<file path="config.mk">
export PLATFORM = sky130hd
export DESIGN_NAME = sr_cmd_driver
export DESIGN_NICKNAME = d
export VERILOG_FILES = /design/src/rtl/sr_pkg.sv /design/src/rtl/sr_cmd_fifo.sv /design/src/rtl/sr_cmd_driver.sv
export SDC_FILE = /design/constraint.sdc
export NUM_CORES = 1
export LEC_CHECK = 0
export ABC_CLOCK_PERIOD_IN_PS = 2000
export BUFFER_PORTS_ARGS = -buffer_cell sky130_fd_sc_hd__buf_2
export CAP_MARGIN = 20
export CORE_ASPECT_RATIO = 1.5
export CORE_UTILIZATION = 50
export DETAILED_ROUTE_END_ITERATION = 8
export PLACE_DENSITY = 0.68
export SYNTH_ARGS = -nofsm -noshare
export SYNTH_HDL_FRONTEND = slang
export SYNTH_SLANG_ARGS = --single-unit
</file>
<file path="constraint.sdc">
create_clock -name clk -period 2 [get_ports clk]
set_input_delay 0.1 -clock clk [delete_from_list [all_inputs] [get_ports clk]]
set_output_delay 0.1 -clock clk [all_outputs]
set_load 0.02 [all_outputs]
</file>
<file path="src/rtl/sr_pkg.sv">
// Shared excitation codes and FSM encoding for the SR flip-flop command driver.
package sr_pkg;

  localparam logic [1:0] SR_HOLD    = 2'b00;
  localparam logic [1:0] SR_RESET   = 2'b01;
  localparam logic [1:0] SR_SET     = 2'b10;
  localparam logic [1:0] SR_ILLEGAL = 2'b11;

  typedef enum logic [1:0] {
    ST_IDLE  = 2'd0,
    ST_APPLY = 2'd1,
    ST_CHECK = 2'd2,
    ST_HOLD  = 2'd3
  } state_t;

endpackage

</file>
<file path="src/rtl/sr_cmd_fifo.sv">
// Synchronous command FIFO; storage is not reset, only the pointers are.
module sr_cmd_fifo #(
  parameter int WIDTH = 5,
  parameter int DEPTH = 4
) (
  input  logic             clk,
  input  logic             rst_n,
  input  logic             push,
  input  logic [WIDTH-1:0] din,
  input  logic             pop,
  output logic [WIDTH-1:0] dout,
  output logic             full,
  output logic             empty
);

  localparam int AW = $clog2(DEPTH);

  logic [WIDTH-1:0] mem [DEPTH];
  logic [AW:0]      wr_ptr;
  logic [AW:0]      rd_ptr;
  logic             do_push;
  logic             do_pop;

  // Pointers carry one extra wrap bit so full and empty are distinguishable.
  assign empty   = (wr_ptr == rd_ptr);
  assign full    = (wr_ptr[AW] != rd_ptr[AW]) && (wr_ptr[AW-1:0] == rd_ptr[AW-1:0]);
  assign do_push = push & ~full;
  assign do_pop  = pop & ~empty;
  assign dout    = mem[rd_ptr[AW-1:0]];

  always_ff @(posedge clk or negedge rst_n) begin
    if (!rst_n) begin
      wr_ptr <= '0;
      rd_ptr <= '0;
    end else begin
      if (do_push) wr_ptr <= wr_ptr + {{AW{1'b0}}, 1'b1};
      if (do_pop)  rd_ptr <= rd_ptr + {{AW{1'b0}}, 1'b1};
    end
  end

  always_ff @(posedge clk) begin
    if (do_push) mem[wr_ptr[AW-1:0]] <= din;
  end

endmodule

</file>
<file path="src/rtl/sr_cmd_driver.sv">
// Drives SR excitation from a queued stream of target-bit commands and
// monitors the flip-flop feedback against a shadow of the commanded value.
module sr_cmd_driver
  import sr_pkg::*;
#(
  parameter int HOLD_W = 4,
  parameter int DEPTH  = 4
) (
  input  logic              clk,
  input  logic              rst_n,
  input  logic              in_valid,
  output logic              in_ready,
  input  logic              in_target,
  input  logic [HOLD_W-1:0] in_hold,
  output logic [1:0]        sr,
  input  logic              q_fb,
  output logic              shadow_q,
  output logic              busy,
  output logic              err
);

  localparam int CMD_W = 1 + HOLD_W;

  logic [CMD_W-1:0]  fifo_din;
  logic [CMD_W-1:0]  fifo_dout;
  logic              fifo_full;
  logic              fifo_empty;
  logic              push;
  logic              pop;
  logic              pop_tgt;
  logic [HOLD_W-1:0] pop_hold;

  state_t            state_q;
  state_t            state_d;
  logic [HOLD_W-1:0] cnt_q;
  logic [HOLD_W-1:0] cnt_d;
  logic              cur_tgt_q;
  logic [HOLD_W-1:0] cur_hold_q;
  logic              known_q;
  logic              shadow_r;
  logic              err_r;
  logic [1:0]        sr_q;
  logic [1:0]        sr_d;
  logic              leave;
  logic              monitor;

  function automatic logic [1:0] excite(input logic tgt, input logic known, input logic cur);
    logic [1:0] code;
    if (known && (tgt == cur)) code = SR_HOLD;
    else                       code = tgt ? SR_SET : SR_RESET;
    if (code == SR_ILLEGAL) code = SR_HOLD;
    return code;
  endfunction

  assign push               = in_valid & ~fifo_full;
  assign in_ready           = ~fifo_full;
  assign fifo_din           = {in_target, in_hold};
  assign {pop_tgt, pop_hold} = fifo_dout;

  sr_cmd_fifo #(
    .WIDTH (CMD_W),
    .DEPTH (DEPTH)
  ) u_fifo (
    .clk   (clk),
    .rst_n (rst_n),
    .push  (push),
    .din   (fifo_din),
    .pop   (pop),
    .dout  (fifo_dout),
    .full  (fifo_full),
    .empty (fifo_empty)
  );

  assign monitor = (state_q == ST_CHECK) || (state_q == ST_HOLD);

  always_comb begin
    state_d = state_q;
    cnt_d   = cnt_q;
    pop     = 1'b0;
    leave   = 1'b0;
    unique case (state_q)
      ST_IDLE: begin
        if (!fifo_empty) begin
          pop     = 1'b1;
          state_d = ST_APPLY;
        end
      end
      ST_APPLY: state_d = ST_CHECK;
      ST_CHECK: begin
        if (cur_hold_q != '0) begin
          cnt_d   = cur_hold_q;
          state_d = ST_HOLD;
        end else begin
          leave = 1'b1;
        end
      end
      ST_HOLD: begin
        cnt_d = cnt_q - 1'b1;
        if (cnt_q <= HOLD_W'(1)) leave = 1'b1;
      end
      default: state_d = ST_IDLE;
    endcase
    // Chaining straight into the next command avoids an IDLE bubble.
    if (leave) begin
      if (!fifo_empty) begin
        pop     = 1'b1;
        state_d = ST_APPLY;
      end else begin
        state_d = ST_IDLE;
      end
    end
    sr_d = pop ? excite(pop_tgt, known_q, shadow_r) : SR_HOLD;
  end

  always_ff @(posedge clk or negedge rst_n) begin
    if (!rst_n) begin
      state_q  <= ST_IDLE;
      cnt_q    <= '0;
      sr_q     <= SR_HOLD;
      shadow_r <= 1'b0;
      known_q  <= 1'b0;
      err_r    <= 1'b0;
    end else begin
      state_q <= state_d;
      cnt_q   <= cnt_d;
      sr_q    <= sr_d;
      if (state_q == ST_APPLY) begin
        shadow_r <= cur_tgt_q;
        known_q  <= 1'b1;
      end
      if (monitor && (q_fb != shadow_r)) err_r <= 1'b1;
    end
  end

  always_ff @(posedge clk) begin
    if (pop) begin
      cur_tgt_q  <= pop_tgt;
      cur_hold_q <= pop_hold;
    end
  end

  assign sr       = sr_q;
  assign shadow_q = shadow_r;
  assign err      = err_r;
  assign busy     = (state_q != ST_IDLE) | ~fifo_empty;

endmodule

</file>
# == Word-level counts from Yosys, hierarchy flattened ==
# Memory sizes are Yosys's and may differ from the RTL's.
# Cells that the tools add are included.
# classes
addsub,3
n_lt_le_gt_ge,1
n_eq_ne,12
muxes,20
bitwise,6
n_reduce_logical,11
# ops
op,count
$mux W2,7
$mux W1,9
$pmux W4 S2,1
$reduce_bool A4 Y1,2
$add A3 B1 Y3 const B,2
$eq A2 B2 Y1 const B,3
$pmux W2 S3,1
$le A4 B1 Y1 const B,1
$mux W4,1
$reduce_bool A2 Y1,2
$sub A4 B1 Y4 const B,1
$and A1 B1 Y1,3
$eq A3 B3 Y1,1
$logic_and A1 B1 Y1,3
$ne A3 B2 Y1 const B,1
$ne A3 B3 Y1 const B,1
$reduce_and A3 Y1,1
$eq A2 B1 Y1 const B,1
$eq A2 B2 Y1,1
$logic_not A2 Y1,1
$ne A1 B1 Y1,2
$ne A2 B1 Y1 const B,1
$not A1 Y1,2
$pmux W1 S2,1
other kinds (4),4
# totals
ff_bits,22
ram_bits,20
in_bits,9
output_inout_bits,6
elab_cells,64
memories,1
# mem_list
name,depth,word_bits,read_ports,rd_ports_with_merged_regs,wr,line,text
u_fifo.mem,4,5,1,0,1,sr_cmd_fifo.sv:18,logic [WIDTH-1:0] mem [DEPTH];

# == Depth between registers and ports, before layout ==
# Gate-level depths: netlist of run 1.
# depth
ltp_word,7
ltp_mapped,6
ltp_nobuf,6

# == Modules after synthesis ==
# From an unflattened synthesis of run 1, not the netlist that was laid out.
# hier_totals
cells_unflattened,148
area_unflattened_um2,2083.2
# modules_own_cells
module,n_inst,cells_each,area_each_um2,seq_area_each_um2
sr_cmd_fifo,1,75,1203.7,750.7
sr_cmd_driver,1,73,879.6,425.4

# == Least setup slack after synthesis of run 1 ==
# Ideal clock, no wire load.
# synth_timing
path_type,reg2reg
startpoint,register state_q[0]
endpoint,"register cur_hold_q[0], enable pin"
setup_ns,0.281
arrival_time_ns,1.442
required_time_ns,1.719
path_slack_ns,0.277
path_stages_with_launch,6
n_path_buf,1
period_less_slack_ns,1.723
path_cell_list,dfrtp_1 -> ha_1 -> buf_2 -> nor4b_2 -> o31ai_2 -> inv_1
# synth_via
elab_chain_cells,4
elab_cells_between_ends,7
classes_between,eq/ne (2); mux (4); reduce/logical (1)
# synth_rtl
item,line,text
"start, declared",sr_cmd_driver.sv:33,state_t state_q;
"start signal, assigned",sr_cmd_driver.sv:124,state_q <= state_d;
$logic_not A2 Y1,sr_cmd_driver.sv:81,unique case (state_q)
$mux W1,sr_cmd_driver.sv:81,
$mux W1,sr_cmd_driver.sv:105,if (!fifo_empty) begin
$mux W1 (*),sr_cmd_driver.sv:104,if (leave) begin
named net pop,sr_cmd_driver.sv:29,logic pop;
"end signal, assigned",sr_cmd_driver.sv:138,cur_hold_q <= pop_hold;
"end, declared",sr_cmd_driver.sv:38,logic [HOLD_W-1:0] cur_hold_q;
# The timed path passes the listed nets; every way through them passes the cells marked *.
# A chain may end at the register's enable or synchronous reset.

# == Worst setup path after layout of run 1 ==
# layout_timing
startpoint,register cnt_q[1]
endpoint,"register cur_hold_q[2], enable pin"
# layout_via
elab_chain_cells,4
# layout_rtl
item,line,text
"start, declared",sr_cmd_driver.sv:35,logic [HOLD_W-1:0] cnt_q;
"start signal, assigned",sr_cmd_driver.sv:125,cnt_q <= cnt_d;
$le A4 B1 Y1,sr_cmd_driver.sv:99,if (cnt_q <= HOLD_W'(1)) leave = 1'b1;
$mux W1,sr_cmd_driver.sv:99,
$pmux W1 S2,sr_cmd_driver.sv:81,
$mux W1,sr_cmd_driver.sv:104,
named net pop,sr_cmd_driver.sv:29,
# The timed path passes the listed nets, and every way through them passes these cells.

==> results of run 1 <==
placed cells by master, fill, tap and decap left out, types with 3 or more instances in the layout:
cell       n
and2_2     3
nand2_1    4
dfrtp_1   17
nor3_1     4
mux2i_1    3
o21ai_0    4
nor2_1     6
buf_2     14
ha_1      12
xnor2_1    5
edfxtp_1  25
clkbuf_8   5
inv_1     10
mux4_1     5
state kept, by name (all words and copies together) (netlist names):
signal	flops
known_q	1
u_fifo.wr_ptr	3
cnt_q	4
sr	2
u_fifo.mem	20
shadow_q	1
u_fifo.rd_ptr	3
cur_hold_q	4
state_q	2
err	1
cur_tgt_q	1
final timing paths:
path	startpoint	to	slack (ps)	cells after the start
max reg2reg	cnt_q[1]$_DFFE_PN0P_	cur_hold_q[2]$_DFFE_PP_	240	6
max in group asynchronous	rst_n	cnt_q[2]$_DFFE_PN0P_	1460	2
max	cnt_q[1]$_DFFE_PN0P_	cur_hold_q[2]$_DFFE_PP_	240	6
min reg2reg	err$_DFFE_PN0P_	err$_DFFE_PN0P_	480	1
min in group asynchronous	rst_n	shadow_q$_DFFE_PN0P_	260	2
min	in_hold[3]	u_fifo.mem[1][3]$_DFFE_PP_	10	1
metrics by stage:
step                      hold WS, ps  area [um2]  setup slack, ps  util [%]  total power [mW]
after floorplan                  -196        1990              277         -              2.66
after global placement           42.8        2100              203      56.1              2.95
after detailed placement         52.2        2100              131      56.1              3.02
after CTS                        6.82        2230              102      59.4              3.69
after global routing             2.25        2240              122      59.8              3.95
final                            14.1        2240              243      59.8              3.67
worst max-delay path, delay by kind of cell, from the launching register on:
kind,cells,cell delay [ps]
AO/OA/AOI/OAI,1,130
flip-flops,1,400
adder cells (fa/ha/maj),1,200
buffers and inverters,2,290
AND/OR/NAND/NOR,2,440
cell families (layout without fill, tap and decap cells):
group,count (synthesis),after routing,share of synthesized area (%)
adders and majority gates,12,12,7.56
muxes,11,11,10.2
AOI/OAI and AO/OA,16,16,6.55
and+or+nand+nor,30,30,8.69
buffers and inverters,13,35,3.09
DFF,42,42,59.2
xor gates and xnor gates,9,9,4.72
power by group:
| part | internal [mW] | leakage [nW] | switching (mW) | total (mW) |
|---|---|---|---|---|
| clock | 0.371 | 0.0504 | 0.290 | 0.661 |
| combinational | 0.713 | 0.443 | 0.793 | 1.51 |
| sequential | 1.26 | 0.427 | 0.244 | 1.51 |
metal layers:
layer	vias to the layer above	track usage (%)	wire length (um)
met5	-	0	0
met4	0	7.89	63
met3	7	4.60	84
met2	16	30.8	1730
met1	537	17.3	1110
li1	526	-	-
final cells by class:
class / count / area share [%]
clock buffers: 5 / 3.07
flip-flops and latches: 42 / 52.4
well taps: 43 / 2.40
multi-input cells: 78 / 34.2
repair buffers: 17 / 4.24
inverters: 10 / 1.67
clock inverters: 3 / 2.01
repair_timing:
action,4_1_cts,5_1_grt
resized for setup,0,2
hold endpoints to repair,17,0
setup endpoints to repair,0,5
hold buffers,1,0
==> flow_summary.yaml, run 1 <==
worst_setup_path:
  end_kind: "flip-flop"
  worst_path_max_delay_cell: "dfrtp_1"
  critical_path_class: "flip-flop to flip-flop"
  crit_path_frequent_cell: "inv_1"
  crit_path_start_kind: "flip-flop"
  cp.arrival_ps: 1750
  slowest_delay_ps: 400
  cp_max_fo: 5
  cp_cell_sequence: "inv_1 -> ha_1 -> nor2_1 -> nor4b_4 -> o31ai_4 -> inv_1"
  crit_required_ps: 1990
synth:
  ys.flop_type: "edfxtp_1"
  synth_nets: 154
  ys_seq_area_share_pct: 59.2
  ys_seq_elements: 42
  synth_area_mm2: 0.00199
  yosys.area.top_type: "edfxtp_1"
  synth_commonest_cells: "edfxtp_1, dfrtp_1, ha_1"
  yosysMostFrequentCell: "edfxtp_1"
  synth_edf_count: 25
  yosys-top-cells-area: "edfxtp_1, dfrtp_1, ha_1"
  synth_top_area_share_pct: 37.8
  synth_warnings: 0
  async_flop_share_pct: 40.5
  synth_cells: 133
  synth_cell_types: 39
  syn_avg_cell_area_um2: 14.9
timing:
  fin_crit_sh_pct: 87.9
  fin_tns_setup_ps: 0
  tightestPinTransition_ps: 432
  clock.fmax_mhz: 569
  rsz0062_at_grt: "false"
  fin_crit_ps: 1760
  fin_skew_ps: 6.60
  finalMaxSlewViolations: 0
  max_slew_margin_pct: 70.8
  hold_viol_final: 0
  finalSetupViolations: 0
floorplanning:
  core_mm2: 0.00375
  ios: 15
  rows: 27
  die_y_um: 79.2
  start_util_pct: 53.0
  die_area_mm2: 0.00424
  die_w_um: 53.5
clock_tree:
  h-tree-depth: 2
  cts_setup_buffers: 0
  clock_latency_ps: 290
  cts-root-buf: "clkbuf_8"
  tritoncts: "done"
  cts_sinks: 42
  cts.path.max_buffers: 2
  numCtsBuffers: 5
  path_clk_slew_ps: 80
layout:
  layout.cells.non_filler: 198
  diodes: 0
  area_delta_synth_final_pct: 12.9
  multi_input_area_um2: 767
  final_nets: 175
  fillers: 281
  drive_gt1_share_pct: 26.5
  regArea_mm2: 0.00118
place:
  dp.final_hpwl_mm: 2.34
  io_buffers: 14
  place.gp.congestion: 0.799
  dp.cells: 189
global_route:
  antenna_found_initial: 0
  overflow: 0
  grt_max_degree: 18
  grt_usage_pct: 17.1
  grt_pass1_wl_mm: 5.01
  grt_pass1_vias: 1107
routing:
  ant_nets: 0
  wirelength_mm: 2.99
  avgRoutedWirePerCell_um: 15.1
  num_vias: 1086
  drc: 0
  detailedRoute.firstIterationViolations: 26
  detail_route.first_pass.iterations: 4
  viasPerCell: 5.48
outcome:
  status: "finished clean"
hold_path:
  hp-class: "input port to flip-flop"
flow_run:
  maxCapViolations: 0
power:
  vdd_ir_drop_max_mv: 0.942
  p_leak_nw: 0.920
  cellPowerDensity_mw_per_mm2: 1640
Note: power is estimated with default switching activity, not from simulation.
==> inputs of run 2 (changes only) <==
- ABC_AREA: unset -> 1
==> run 2 against run 1 <==
The flow now finishes with violations (design-rule violations). Critical path depth grew 3. Synthesized cell count grew 47%. Highest routed layer unchanged. Design area grew 0.89%. Flip-flop and latch count is the same. Register-to-register slack gained 30 ps. Combinational power grew 7%. Final cell count grew 32%. Global-route usage grew 4.0 points. Sequential power is essentially flat. Die area grew 2.8%. Utilization shrank 2.1 points. Synthesized area grew 2.9%.
==> flow_summary.yaml, run 2 <==
outcome:
  status: "finished, violations left"
  violations: "design-rule violations"
timing:
  fin_crit_ps: 1720
  tightestPinTransition_ps: 419
  rsz0062_at_grt: "false"
  max_slew_margin_pct: 72.1
  fin_tns_setup_ps: 0
  finalSetupViolations: 0
  finalMaxSlewViolations: 0
  clock.fmax_mhz: 580
  fin_crit_sh_pct: 86.2
  fin_skew_ps: 13.7
  hold_viol_final: 0
power:
  seq_power_share_pct: 40.0
  cellPowerDensity_mw_per_mm2: 1630
  p_clk_share_pct: 16.0
  power_switching_mw: 1.61
  p_leak_nw: 1.02
  p_int_mw: 2.08
  p_comb_share_pct: 44.0
  vdd_ir_drop_max_mv: 0.918
  p_sw_share_pct: 43.5
worst_setup_path:
  end_kind: "flip-flop"
  cp_cell_sequence: "ha_1 -> inv_2 -> nor2_1 -> nand3_1 -> nand2_2 -> inv_2 -> nand2_4 -> nand2_4 -> inv_1"
  worst_path_max_delay_cell: "dfrtp_1"
  slowest_delay_ps: 410
  critical_path_class: "flip-flop to flip-flop"
  cp_max_fo: 6
  crit_required_ps: 2000
  crit_path_start_kind: "flip-flop"
  cp.arrival_ps: 1730
synth:
  synth_nets: 216
  synth_commonest_cells: "nand2_1, edfxtp_1, inv_1"
  synth_cell_types: 27
  synth_cells: 195
  syn_avg_cell_area_um2: 10.5
  synth_edf_count: 25
  async_flop_share_pct: 40.5
  ys_seq_area_share_pct: 57.5
  yosys-top-cells-area: "edfxtp_1, dfrtp_1, ha_1"
  synth_warnings: 0
  ys_seq_elements: 42
  yosys.area.top_type: "edfxtp_1"
  synth_area_mm2: 0.00204
  synth_top_area_share_pct: 36.7
  ys.flop_type: "edfxtp_1"
  yosysMostFrequentCell: "nand2_1"
clock_tree:
  cts.path.max_buffers: 2
  numCtsBuffers: 5
  cts-root-buf: "clkbuf_8"
  postCtsResizedCells: 0
  cts_sinks: 42
  ctsHoldBuffers: 1
  cts_setup_buffers: 0
  h-tree-depth: 2
  path_clk_slew_ps: 100
  clock_latency_ps: 310
  tritoncts: "done"
routing:
  drc: 1
  viasPerCell: 5.30
  num_vias: 1389
  detailedRoute.firstIterationViolations: 47
  ant_nets: 0
  wirelength_mm: 3.98
  detail_route.first_pass.iterations: 6
  avgRoutedWirePerCell_um: 15.2
layout:
  final_nets: 237
  drive_gt1_share_pct: 18.0
  fillers: 351
  final_util_pct: 57.7
  area_delta_synth_final_pct: 10.7
  largest_register_ffs: 20
  diodes: 0
  final_common_cell: "nand2_1"
  layout_common_cells: "nand2_1, edfxtp_1, inv_1"
place:
  place.gp.congestion: 0.777
  io_buffers: 14
  dp.final_hpwl_mm: 3.17
global_route:
  antenna_found_initial: 0
  grt_usage_pct: 21.1
  overflow: 0
  grt_max_degree: 18
  grt_pass1_wl_mm: 6.23
  grt_pass1_vias: 1419
floorplanning:
  core_mm2: 0.00392
  ios: 15
  die_y_um: 80.3
  rows: 28
  die_w_um: 54.2
  die_area_mm2: 0.00435
  start_util_pct: 52.1
hold_path:
  hp-class: "input port to flip-flop"
flow_run:
  maxCapViolations: 0
-- run 2: through the flow --
stage / setup slack, ps / total power, mW / std cells / hold WS [ps] / instance area [um2]
6_report: 275 / 3.69 / 262 / 29.3 / 2260
2_1_floorplan: 461 / 2.71 / 195 / -196 / 2040
5_1_grt: 115 / 3.96 / 262 / 28.6 / 2260
3_5_place_dp: 307 / 3.12 / 253 / 57.7 / 2160
3_3_place_gp: 368 / 3.04 / 253 / 47.0 / 2160
4_1_cts: 285 / 3.71 / 262 / 25.1 / 2260
-- run 2: path summary, 6_finish.rpt --
check / start / end / slack (ps) / cells past startpoint
setup / recovery: state_q[0]$_DFFE_PN0P_ / cur_hold_q[3]$_DFFE_PP_ / 280 / 9
hold / removal: in_hold[1] / u_fifo.mem[3][1]$_DFFE_PP_ / 30 / 1
setup reg to reg: state_q[0]$_DFFE_PN0P_ / cur_hold_q[3]$_DFFE_PP_ / 280 / 9
hold reg to reg: known_q$_DFFE_PN0P_ / known_q$_DFFE_PN0P_ / 460 / 2
max in group asynchronous: rst_n / sr[0]$_DFF_PN0_ / 1450 / 2
min in group asynchronous: rst_n / cnt_q[1]$_DFFE_PN0P_ / 240 / 2
-- run 2: kinds of logic after synthesis --
| family | share of synthesized area [%] |
|---|---|
| and+or+nand+nor | 20.0 |
| DFF | 57.5 |
| adders and majority gates | 7.34 |
| buffers and inverters | 5.87 |
| AOI/OAI and AO/OA | 7.22 |
| xor gates and xnor gates | 2.08 |
-- run 2: worst max-delay path, delay by kind of cell, from the launching register on --
kind	cells	cell delay, ps
buffers and inverters	3	320
DFF	1	410
adders and majority gates	1	260
and+or+nand+nor	5	430
-- run 2: power by group through the flow --
stage,combinational [mW],sequential [mW],clock [mW]
6_report,1.62,1.48,0.591
4_1_cts,1.64,1.48,0.594
3_3_place_gp,1.56,1.48,0
5_1_grt,1.82,1.51,0.628
2_1_floorplan,1.24,1.47,0
3_5_place_dp,1.62,1.50,0
-- run 2: area by class of cell --
class / count / area [um2] / area share [%]
multi-input combinational: 125 / 748 / 33.1
timing repair buffer: 16 / 87.6 / 3.87
tap: 45 / 56.3 / 2.49
sequential: 42 / 1180 / 52.0
clock inverter: 3 / 28.8 / 1.27
inverter: 26 / 97.6 / 4.31
clock buffer: 5 / 68.8 / 3.04
-- run 2: routing by layer --
metal	GRT usage, %	vias to the layer above	part of all wire, %
li1	-	685	-
met1	19.5	669	35
met2	40.7	27	60
met3	4.55	8	2.9
met4	8.72	0	1.9
met5	0	-	0
